==> config.mk <==
export PLATFORM = sky130hd
export DESIGN_NAME = sw_debounce_4
export DESIGN_NICKNAME = d
export VERILOG_FILES = /design/src/rtl/sw_debounce_4.sv
export SDC_FILE = /design/constraint.sdc
export NUM_CORES = 1
export LEC_CHECK = 0
export ABC_AREA = 0
export ABC_CLOCK_PERIOD_IN_PS = 2150
export CAP_MARGIN = 20
export CORE_MARGIN = 2
export CORE_UTILIZATION = 55
export CTS_BUF_LIST = sky130_fd_sc_hd__clkbuf_8
export DETAILED_ROUTE_END_ITERATION = 7
export GPL_ROUTABILITY_DRIVEN = 0
export PLACE_DENSITY = 0.82
export SKIP_CTS_REPAIR_TIMING = 1
export SLEW_MARGIN = 20
export SYNTH_ARGS = -nofsm -noshare
export SYNTH_HDL_FRONTEND = slang
export SYNTH_SLANG_ARGS = --single-unit
==> constraint.sdc <==
create_clock -name clk -period 2.15 [get_ports clk]
set_clock_uncertainty 0.2 [all_clocks]
set_input_delay 0.43 -clock clk [delete_from_list [all_inputs] [get_ports clk]]
set_output_delay 0.43 -clock clk [all_outputs]
set_load 0.1 [all_outputs]
==> src/rtl/sw_debounce_4.sv <==
// Four-channel switch debouncer: two-flop synchronizer, per-bit stability counter,
// registered debounced level plus one-cycle rise/fall/change pulses.
module sw_debounce_4 #(
  parameter int STABLE_CYCLES = 4
) (
  input  logic       clk,
  input  logic       rst_n,
  input  logic [3:0] raw_in,
  output logic [3:0] sw_out,
  output logic [3:0] rise,
  output logic [3:0] fall,
  output logic       change_strobe
);

  localparam int CW = (STABLE_CYCLES > 1) ? $clog2(STABLE_CYCLES + 1) : 1;
  localparam logic [CW-1:0] TERM = CW'(STABLE_CYCLES - 1);

  logic [3:0]    r_sync1;
  logic [3:0]    r_sync2;
  logic [CW-1:0] r_cnt [4];
  logic [3:0]    r_sw;
  logic [3:0]    r_rise;
  logic [3:0]    r_fall;
  logic          r_chg;

  logic [3:0]    w_diff;
  logic [3:0]    w_load;

  always_comb begin
    w_diff = r_sync2 ^ r_sw;
    w_load = '0;
    for (int i = 0; i < 4; i++) begin
      w_load[i] = w_diff[i] && (r_cnt[i] == TERM);
    end
  end

  always_ff @(posedge clk or negedge rst_n) begin
    if (!rst_n) begin
      r_sync1 <= '0;
      r_sync2 <= '0;
    end else begin
      r_sync1 <= raw_in;
      r_sync2 <= r_sync1;
    end
  end

  // Counter only advances while the synchronized level disagrees with the output;
  // a qualifying edge or any agreement returns it to zero, so it never passes TERM.
  always_ff @(posedge clk or negedge rst_n) begin
    if (!rst_n) begin
      for (int i = 0; i < 4; i++) begin
        r_cnt[i] <= '0;
      end
    end else begin
      for (int i = 0; i < 4; i++) begin
        if (!w_diff[i] || w_load[i]) begin
          r_cnt[i] <= '0;
        end else begin
          r_cnt[i] <= r_cnt[i] + CW'(1);
        end
      end
    end
  end

  always_ff @(posedge clk or negedge rst_n) begin
    if (!rst_n) begin
      r_sw   <= '0;
      r_rise <= '0;
      r_fall <= '0;
      r_chg  <= 1'b0;
    end else begin
      r_sw   <= r_sw ^ w_load;
      r_rise <= w_load & r_sync2;
      r_fall <= w_load & ~r_sync2;
      r_chg  <= |w_load;
    end
  end

  assign sw_out        = r_sw;
  assign rise          = r_rise;
  assign fall          = r_fall;
  assign change_strobe = r_chg;

endmodule

=== Yosys cells after proc, flatten, opt, wreduce, memory -nomap -nowiden ===
Index checks and enable logic that the tools add are counted.

* $add $sub $neg: 4
* Reduce and logical (&&, ||, !) cells: 13
* Muxes and demuxes: 4
* Equal/unequal tests: 4
* Bitwise logic cells: 5

{| class="wikitable"
|+ Operators by type and width
! operator !! count
|-
| adder 3 x 1 -> 3 bit, second input constant || 4
|-
| equality test 3 x 2 -> 1 bit, second input constant || 4
|-
| 2-to-1 mux 3 bit || 4
|-
| bitwise AND 4 bit || 2
|-
| XOR 4 bit || 2
|-
| logical AND 1 bit || 4
|-
| logical NOT 1 bit || 4
|-
| logical OR 1 bit || 4
|-
| inverter 4 bit || 1
|-
| OR reduction 4 bit || 1
|}

* Bits of input ports: 6
* Bits in registers: 33
* Output and inout bits: 13

=== Longest topological paths before layout ===
Gate-level depths: netlist of the first run.

* Word-level depth: 4
* Mapped depth: 4
* Depth with buffers taken out: 4

=== Worst setup path after synthesis of the first run ===
OpenSTA, ideal clock, no wires.

* Path kind: reg2reg
* Start: register (tool-made name)
* End: register r_chg (netlist: change_strobe)
* Required time: 1826 ps
* Path slack: 446 ps
* Stages on the path, launching flop included: 4
* Setup time: 124 ps
* Data arrival time: 1379 ps
* Period minus slack after synthesis: 1704 ps
* Path through: dfrtp_1 xor2_1 a22oi_1 nand2_1

{| class="wikitable"
|+ RTL lines
! what !! RTL line !! RTL
|-
| end signal: assignment || 75 || <nowiki>r_chg <= |w_load;</nowiki>
|-
| end: declaration || 24 || <nowiki>logic r_chg;</nowiki>
|}

==> results of run 1 <==
[layout make-up]
| type | count | area (µm²) |
|---|---|---|
| Clock buffer | 6 | 82.58 |
| Timing Repair Buffer | 19 | 205.2 |
| Sequential cell | 33 | 825.8 |
| Inverter | 11 | 41.29 |
| Fill cell | 132 | 496.7 |
| Clock inverter | 1 | 3.754 |
| Tap cell | 27 | 33.78 |
| Multi-Input combinational cell | 46 | 312.8 |
[synthesized netlist by cell type]
cell       n
dfrtp_1   33
nor3b_1    3
ha_1       8
a22oi_1    2
o21ai_0    1
and3b_1    2
o21ai_1    2
mux2_1     1
xor2_1     4
inv_1     11
nand2_1    4
nand2b_1   4
nor2_1    15
[logic make-up after synthesis]
group,after synthesis,synth area share (%)
adders and majority gates,8,8.484
xor gates and xnor gates,4,2.969
buffers and inverters,11,3.500
AOI/OAI and AO/OA,5,2.544
DFF,33,69.99
and+or+nand+nor,28,11.56
muxes,1,0.9543
[worst reg2reg max path: cells and delay by family, from the launching register on]
| kind | cells | cell delay [ns] |
|---|---|---|
| fa+ha+maj | 2 | 0.44 |
| flops | 1 | 0.38 |
| mux | 1 | 0.33 |
[power groups by stage]
stage	Sequential [mW]	Clock [mW]	Combinational, mW
4_1_cts	0.865	0.449	0.896
6_report	0.866	0.442	0.887
3_5_place_dp	0.875	0	0.887
2_1_floorplan	1.21	0	0.248
5_1_grt	0.887	0.486	0.957
3_3_place_gp	0.861	0	0.853
[routing by layer]
metal	vias up	global-route usage, %	part of all wire [%]
met3	4	5.952	5.8
met1	312	19.14	43
met2	23	27.63	49
met5	-	0	0
li1	332	-	-
met4	0	11.26	1.9
[path summary, 6_finish.rpt]
| check | from | to | slack (ns) | cells after the start |
|---|---|---|---|---|
| max | register | sw_out[1] | 0.57 | 1 |
| min | r_sync1[3]$_DFF_PN0_ | r_sync2[3]$_DFF_PN0_ | 0.15 | 0 |
| max reg2reg | r_cnt[6]$_DFF_PN0_ | register | 0.69 | 3 |
| min reg2reg | r_sync1[3]$_DFF_PN0_ | r_sync2[3]$_DFF_PN0_ | 0.15 | 0 |
| max in group asynchronous | rst_n | r_sync1[3]$_DFF_PN0_ | 1.12 | 2 |
| min in group asynchronous | rst_n | rise[1]$_DFF_PN0_ | 0.35 | 2 |
==> run summary, run 1 <==
After layout, the worst path uses about three quarters of the clock period. Hold is met by about 0.15 ns. The leftover overflow at the end of global routing came out at 0. STA classifies the critical path startpoint as a register.

Walking the worst path, the cells encountered are buf_12. The number of endpoints with negative hold slack in the final report came out at 0. Setup repair after global routing left no endpoint under its margin. The worst-skew pair later-pin latency came out at 0.27 ns. By area the synthesized netlist is led by dfrtp_1 70%, ha_1 8.5%, nor2_1 4.8%, inv_1 3.5%, xor2_1 3.0%. The power density of the placed cells is roughly 1500 nW/µm².

The average wire per cell in the routed design is 11.99 µm. The remaining routing DRC violations came out at 0. Of all cell types, the one taking the most synthesized area is dfrtp_1.

The floorplan has 16 rows. The utilization after layout came out at 75.19%. The commonest non-fill, non-tap cell in the layout is dfrtp_1. Wires add up to 1715 µm. At the worst endpoint, the arrival time is 0.95 ns. The count of mapped cells out of synthesis is 90. The worst vdd rail ir drop came out at 0.9128 mV. The switching component of the power came out at around 900 µW.

The cell type of the slowest stage on the worst timing path is dfrtp_1. The cell family contributing the most delay on the critical path is flip-flops. The maximum fanout along the worst path is 5. The data required time at the worst endpoint came out at 1.52 ns. The first global-routing pass estimated ~3100 µm of wire.

The via count of the first global-routing pass came to around 720. The post-synthesis instance area is 1180 µm². The post-layout instance count excluding filler cells came out at 143.

The sequential element share of the synthesized area came out at 69.99%. The aggregate global-route resource usage is 17.12%. The number of antenna-violating nets in the routed design is 0. The final setup violation count came out at 0. The detailed router placed 671 vias in this run.

The min-delay analysis places its worst path in the category reg2reg. The total power consumption of the routed design is roughly 2.2 mW. The height of the chip is 50.32 µm. The number of cells in the design after placement is 136. In this run the biggest area consumer among cell types represents 69.99% of the synthesized area. CTS placed an instance of clkbuf_8 at the clock tree root.

The stage delay of the slowest cell on the critical path came out at 0.47 ns. The leakage power summed over all cells is slightly below 0.8 nW. The nature of the critical path endpoint is a primary output. The library cells used most frequently in the layout, excluding fill and tap cells, are 33 x dfrtp_1, 15 x nor2_1, 12 x inv_1.

The placement-stage cell area came out at roughly 1400 µm². The initial utilization of the core area, before any placement, comes to between 50% and 60%. Clock-pin slew was measured on the worst setup and hold paths at 0.06 ns. Net switching is 41.04% of the power.

The number of antenna violations at the first check in global routing is 0. The first-iteration detailed-routing DRC count is 4. The cell-internal power is 1.294 mW. The sequential share of power is 39.5%.

The area of the core region came out at between 2000 and 2500 µm². The H-tree depth is 2. The maximum number of pins on one net before global-route repair came out at 34. The layout net count came out at 130. The clock sink total is 33. The top-level port count came out at 19. The run finished with clean final reports. The critical path in this run is classified as reg2out. The count of buffer and inverter cells on the critical path came out at 1. The horizontal die dimension is 50.32 µm. The count of warnings emitted by yosys is 0. The accumulated negative setup slack came out at 0 ns.

Clock tree synthesis inserted a total of 5 buffers. The slew at the pin with the worst max-slew slack is 0.3823 ns. TritonCTS built the clock tree. Synthesis produced a netlist with a net count of 104. The longest clock path from root to sink contains 2 buffers. The minimum clock period came out at 1.579 ns. The total count of max-transition violations in the final report was 0. The detailed-router iteration count before antenna repair came out at 4. The average cell area after synthesis is 13.11 µm². The die area is about 2500 µm². Once routing completed, OpenROAD measured the worst setup slack at 0.5713 ns.

The worst-case headroom to the max-slew limit is 74.52%. After synthesis, the netlist uses 13 different library cells. The wire-length estimate of the detail-placed layout is 1168 µm. The combinational cell fraction of total power is approximately two fifths. For this run, the top clock speed supported by timing is 633.4 MHz. The number of input and output port buffers inserted is 18. The post-route cell area came out at 1505 µm². The pre-CTS setup slack is 0.7106 ns. The share of final-layout standard cells stronger than drive strength 1 came out at 17.24%. Max-cap violations in this run came to 0.

The part of the total power dissipated in the clock network is around a fifth. The detail-routed via count per cell came out at ~4.7. The flop and latch count out of synthesis came out at 33.

The area growth from synthesis to layout is 27.57%. The repair_antennas step left the layout with diodes totalling 0.
Power figures use the tool's default switching activity.
==> run 2, diff against run 1 <==
Settings changed: ABC_CLOCK_PERIOD_IN_PS 2150 to 1600, CORE_UTILIZATION 55 to 54, PLACE_DENSITY 0.82 to 0.8.
Clock period 2.15 ns to 1.6 ns, I/O delays scaled along.
==> run 2 against run 1 <==
Effect of this change: clock power is 50% higher; utilization is 7.3 points higher; sequential share of layout area is 4.5 points lower; cell count is 0.70% higher; wire length is 19% higher; die area is 1.7% higher; via count is 7.9% higher.
==> run summary, run 2 (same netlist as run 1, synthesis figures left out) <==
Setup slack on the critical path of the routed design comes to 0.1261 ns. The pre-CTS setup slack came out at 0.1444 ns. The post-route cell area is around 1700 µm².

The cell-internal power came out at 1.874 mW. The height of the chip is 50.75 µm. Summed over all cells, the static leakage comes to about 0.81 nW. The maximum fanout along the worst path came out at 5. The number of antenna violations at the first check in global routing is 0. The min-delay analysis places its worst path in the category reg2reg. The aggregate global-route resource usage is 20.38%. The flow ran to the end, and the final reports show no timing, DRC or antenna violations. The wire length reported by the detailed router came out at 2047 µm.

Net switching is ~40% of the power. The number of buffers on the longest clock path is 2. For this configuration, the core starts out at a cell density of 58.94%. By startpoint and endpoint, the worst setup path is classified as reg2reg. The top cell types in the final layout, fill and taps aside, are 29 x dfrtp_1, 15 x nor2_1, 14 x buf_12. The filler cell count is 109. The final antenna diode count came out at 0. The commonest non-fill, non-tap cell in the layout is dfrtp_1.

The number of input and output port buffers inserted is 18. In this run the core area contains 16 standard-cell rows. The worst setup path is launched from a register. The top-level port count is 19.

The switching component of the power came out at 1.255 mW. Entering global routing, the biggest net connects 34 pins. The count of cells along the worst register-to-register path came out at 4. After the last flow step, the layout net total stands at 130. Once detailed placement completed, the half-perimeter wirelength came to 1449 µm. The number of antenna-violating nets in the routed design came out at 0. The combinational cell fraction of total power came out at 40.6%. The number of endpoints with negative hold slack in the final report came out at 0. The accumulated negative setup slack is 0 ns. The total number of vias came out at 724. The sequential share of power is 38.2%. The part of the total power dissipated in the clock network came out at a little over a fifth.

The clock drives 33 sinks. The area taken by multi-input logic gates is approximately 310 µm². The hold-critical path depth came out at 0. The die covers roughly 2600 µm². The worst-case headroom to the max-slew limit came out at 85.12%. The share of the clock period used by the worst path came out at between 90% and 100%. The worst path needs 1.474 ns of the cycle, external delays included.

The critical path starts at r_cnt[9]$_DFF_PN0_. The CTS buffer count came out at 5. The tool flagged a number of max-cap violations equal to 0. The global-route wire length before repair is 3525 µm. In this run the power density over the cells is 1896 nW/µm². The slew at the pin with the worst max-slew slack came out at 0.2225 ns.

The worst hold path begins at r_sync1[3]$_DFF_PN0_. The first-iteration detailed-routing DRC count is 16. The total area inside the core boundary comes to 2002 µm². TritonCTS built the clock tree. The share of final-layout standard cells stronger than drive strength 1 came out at between 20 and 25%. The peak clock frequency supported by timing came out at 678.4 MHz.

The worst vdd rail ir drop came out at 1.345 mV. The startpoint of the lowest-slack register-to-register path is r_cnt[9]$_DFF_PN0_. Setup repair after global routing left no endpoint under its margin. The horizontal die dimension is 50.75 µm. Dividing the detail-routed wire length by the instance count gives 14.22 µm. The utilization after layout is between 80 and 90%. The H-tree depth came out at 2.

Setup violations remaining at the end of the flow were counted as 0. The via count of the first global-routing pass was roughly 780. The register clock-pin slew on the reported worst setup and hold paths is 0.07 ns. For this run, design rule violations remaining after detail routing come to 0.

At the worst endpoint, the required time is 1.56 ns. Clock latency on the worst-skew pair, taken at its later pin, is 0.28 ns. The detailed-router iteration count before antenna repair is 4.

Using the TritonRoute via totals, the vias-per-cell ratio works out to 5.028. The area added between synthesis and finish came out at 39.87%. The sequential cell area in the final layout is roughly 830 µm².

The nature of the critical path endpoint is a register. The leftover overflow at the end of global routing came out at 0. The clock tree root buffer cell is clkbuf_8.

The placement-stage cell area came out at ~1500 µm². For the worst setup path, the data arrival time is 1.44 ns. The total count of max-transition violations in the final report came out at 0.
## run 2: power groups by stage
stage / Combinational [mW] / Clock [mW] / Sequential (mW)
global route: 1.37 / 0.721 / 1.22
detailed placement: 1.27 / 0 / 1.21
global placement: 1.22 / 0 / 1.18
CTS: 1.29 / 0.673 / 1.20
floorplan: 0.332 / 0 / 1.64
finish: 1.27 / 0.663 / 1.19
## run 2: worst paths after layout
| kind | end | slack, ns |
|---|---|---|
| min in group asynchronous | fall[2]$_DFF_PN0_ | 0.21 |
| hold / removal | r_sync2[3]$_DFF_PN0_ | 0.15 |
| setup reg to reg | change_strobe$_DFF_PN0_ | 0.13 |
| max in group asynchronous | asynchronous set/reset pin | 0.81 |
| setup / recovery | change_strobe$_DFF_PN0_ | 0.13 |
| hold reg to reg | r_sync2[3]$_DFF_PN0_ | 0.15 |
## run 2: layout make-up
type | count | share of cell area (%)
clock buffer | 7 | 5.838
clock inverter | 1 | 0.3033
inverter | 11 | 2.502
multi-input combinational | 46 | 18.95
sequential | 33 | 50.34
tap | 27 | 2.047
timing repair buffer | 19 | 20.02
## run 2: worst max-delay path, stage by stage (launching register included)
cell and delay (ns):
dfrtp_1 0.38, ha_1 0.20, ha_1 0.23, a22oi_1 0.24
nand2_1 0.11
## run 2: per-stage QoR
stage | cells | hold WS [ns] | power, mW
4_1_cts | 144 | 0.1498 | 3.159
2_1_floorplan | 90 | -0.1756 | 1.976
3_3_place_gp | 136 | 0.1336 | 2.398
6_report | 144 | 0.1467 | 3.129
3_5_place_dp | 136 | 0.1364 | 2.477
5_1_grt | 144 | 0.1600 | 3.304
## run 2: routing by layer
metal	part of all wire (%)	track usage, %	vias to the layer above
met5	0	0	-
met4	2.0	9.459	0
li1	-	-	335
met3	5.3	8.333	5
met2	57	35.09	19
met1	36	21.65	365
==> run 3, diff against run 2 <==
Settings changed: CORE_MARGIN 2 to 8.
==> run 3 against run 2 <==
Effect of this change: global-route usage down 9.3 points; critical path depth shrank 1; fmax grew 1.8%; clock power barely moved; non-clock buffer count is the same; power is 0.77% lower; cell count is 0.69% higher; wire length fell by 9.3%; sequential power is essentially flat; clock-buffer cell count stayed put; register-to-register slack improved by 0.03 ns; largest cell class unchanged; highest routed layer unchanged.
==> run summary, run 3 (same netlist as run 1, synthesis figures left out) <==
The flow ran to the end, and the final reports show no timing, DRC or antenna violations. The filler cell count came out at approximately 140. The CTS buffer count is 5. In this run the register-to-register setup slack is 0.15 ns. The accumulated negative setup slack is 0 ns. The number of placement rows is 17. The top-level port count is 19.

For this design the static power due to leakage is between 0.8 and 0.9 nW. The worst-skew pair later-pin latency came out at ~0.28 ns. The stage delay of the slowest cell on the critical path came out at 0.38 ns. The number of antenna violations at the first check in global routing came out at 0. The area of the core region came out at 2148 µm².

The path category of the worst min-delay check is reg2reg. The number of cells in the design after placement came out at ~140. The detail-routed via count per cell is 4.917.

The aggregate global-route resource usage came out at 11.03%. The nature of the critical path endpoint is a register. Tracing the worst setup path back leads to its startpoint at r_cnt[6]$_DFF_PN0_. The cell that appears most often on the critical path is ha_1.

In the layout the commonest cells are 29 x dfrtp_1, 15 x nor2_1, 14 x buf_12. The number of violations of the max-capacitance limit is 0. Clock tree synthesis selected as its root buffer the cell clkbuf_8. The total number of vias came out at 713. The total count of max-transition violations in the final report came to 0. The commonest non-fill, non-tap cell in the layout is dfrtp_1. The worst setup path is launched from a register. The number of antenna-violating nets in the routed design came out at 0. The maximum fanout along the worst path is 5. In this run switching power makes up about two fifths of total power. In this run the power density over the cells is 1880 nW/µm². Among cell families on the critical path, the largest total delay comes from adder cells. The area added between synthesis and finish came out at 39.98%. The switching component of the power came out at roughly 1.2 mW.

The average wire per cell in the routed design is 12.81 µm. The total power consumption of the routed design is 3.105 mW. The share of total power dissipated in combinational logic is 40.4%. The hold slack came out at between 0.1 and 0.15 ns. The final antenna diode count is 0. The height of the chip is 62.75 µm. The sequential cell area in the final layout is 830.8 µm². At the end of the flow the core is filled with cells to 76.88%.

The startpoint of the lowest-slack register-to-register path is r_cnt[6]$_DFF_PN0_. TritonCTS built the clock tree. The remaining routing DRC violations is 0. The number of logic stages on the critical path including buffering came out at 3. The via count of the first global-routing pass is 824.

The minimum clock period came out at 1.448 ns. The met1 usage came out at 10.09%. Entering global routing, the biggest net connects 34 pins.

The global routing met2 resource utilization is 18.89%. The worst vdd rail ir drop came out at 1.258 mV. Together, buffers and inverters on the worst path number 0.

The leftover overflow at the end of global routing came out at 0. The die area is 3937 µm². Once the floorplan was initialized, standard cells occupied a little over half of the core. The sequential share of power is 38.2%.

For the worst setup path, the data required time is approximately 1.6 ns. The worst pin sits at a relative slew slack of ~86%. Of the total power, the clock network draws 21.4%. The startpoint of the tightest hold check path is r_sync1[2]$_DFF_PN0_. The number of input and output port buffers inserted is 18. The post-layout instance count excluding filler cells is between 100 and 150.

In this run the deepest clock path goes through 2 buffers. The horizontal die dimension came out at 62.75 µm. The global-route wire length before repair is 3353 µm. The count of cells along the worst register-to-register path is 3. Cell internal power was estimated by the tool at 1.871 mW.

Setup repair after global routing left no endpoint under its margin. The largest individual stage delay along the critical path comes from the cell dfrtp_1. The share of final-layout standard cells stronger than drive strength 1 came out at 22.22%. The layout net count came out at between 100 and 150. The detailed-router iteration count before antenna repair is 5. The number of endpoints with negative hold slack in the final report is 0. The share of the clock period used by the worst path came out at 90.47%. The first-iteration detailed-routing DRC count came out at 12. In this run the number of H-tree levels came out at 2. The wire length reported by the detailed router is 1857 µm. The multi-input combinational cells in the finished layout cover a total of 312.8 µm². The met3 demand-to-capacity share in global routing came out at between 3 and 4%.

At the pin with the least slew margin, the transition time is roughly 0.21 ns. The signal on the critical path passes through ha_1 > ha_1 > mux2_1. The register clock-pin slew on the reported worst setup and hold paths came out at 0.06 ns.

The worst setup path is of the reg2reg kind. The peak clock frequency supported by timing came out at 690.8 MHz. Setup violations remaining at the end of the flow were counted as 0. The post-detailed-placement half-perimeter wirelength is 1428 µm.

Data arrives at the worst endpoint at 1.41 ns. The global routing stage identified its most utilized layer as met2. For this design, the sink count on the clock tree is 33.
==> run 3: cell counts in the layout (fill, tap and decap cells not counted) <==
No cell type changed its count.
==> run 3: worst min-delay path by stage <==
stage / to / slack [ns] / depth (start not counted)
final: r_sync2[2]$_DFF_PN0_ / 0.15 / 0
after global routing: r_sync2[0]$_DFF_PN0_ / 0.16 / 0
after CTS: r_sync2[2]$_DFF_PN0_ / 0.15 / 0
after detailed placement: r_sync2[2]$_DFF_PN0_ / 0.14 / 0
after global placement: r_sync2[1]$_DFF_PN0_ / 0.13 / 0
after floorplan: asynchronous set/reset pin / -0.18 / 0
==> run 3: final cells by class <==
class | count | area share, %
flip-flops and latches | 33 | 50.30
repair buffers | 19 | 20.00
clock inverters | 1 | 0.3030
well taps | 28 | 2.121
multi-input cells | 46 | 18.94
clock buffers | 7 | 5.833
inverters | 11 | 2.500
==> run 3: routing by layer <==
layer  up-vias  wire length [µm]
met2        23               986
met4         0                74
li1        334                 -
met5         -                 0
met3        12                97
met1       344               698
==> run 3: per-stage QoR <==
stage               setup slack (ns)  instance area (µm²)
finish                        0.1525                 1652
global route                 0.09098                 1652
CTS                           0.1604                 1652
detailed placement            0.1727                 1550
global placement              0.2031                 1550
floorplan                     0.1825                 1185
==> run 3: power groups by stage <==
stage                     clock [mW]  combinational, mW  sequential (mW)
after global placement             0               1.22             1.18
final                          0.664               1.25             1.19
after global routing           0.717               1.34             1.21
after CTS                      0.679               1.27             1.19
after floorplan                    0              0.332             1.64
after detailed placement           0               1.27             1.21
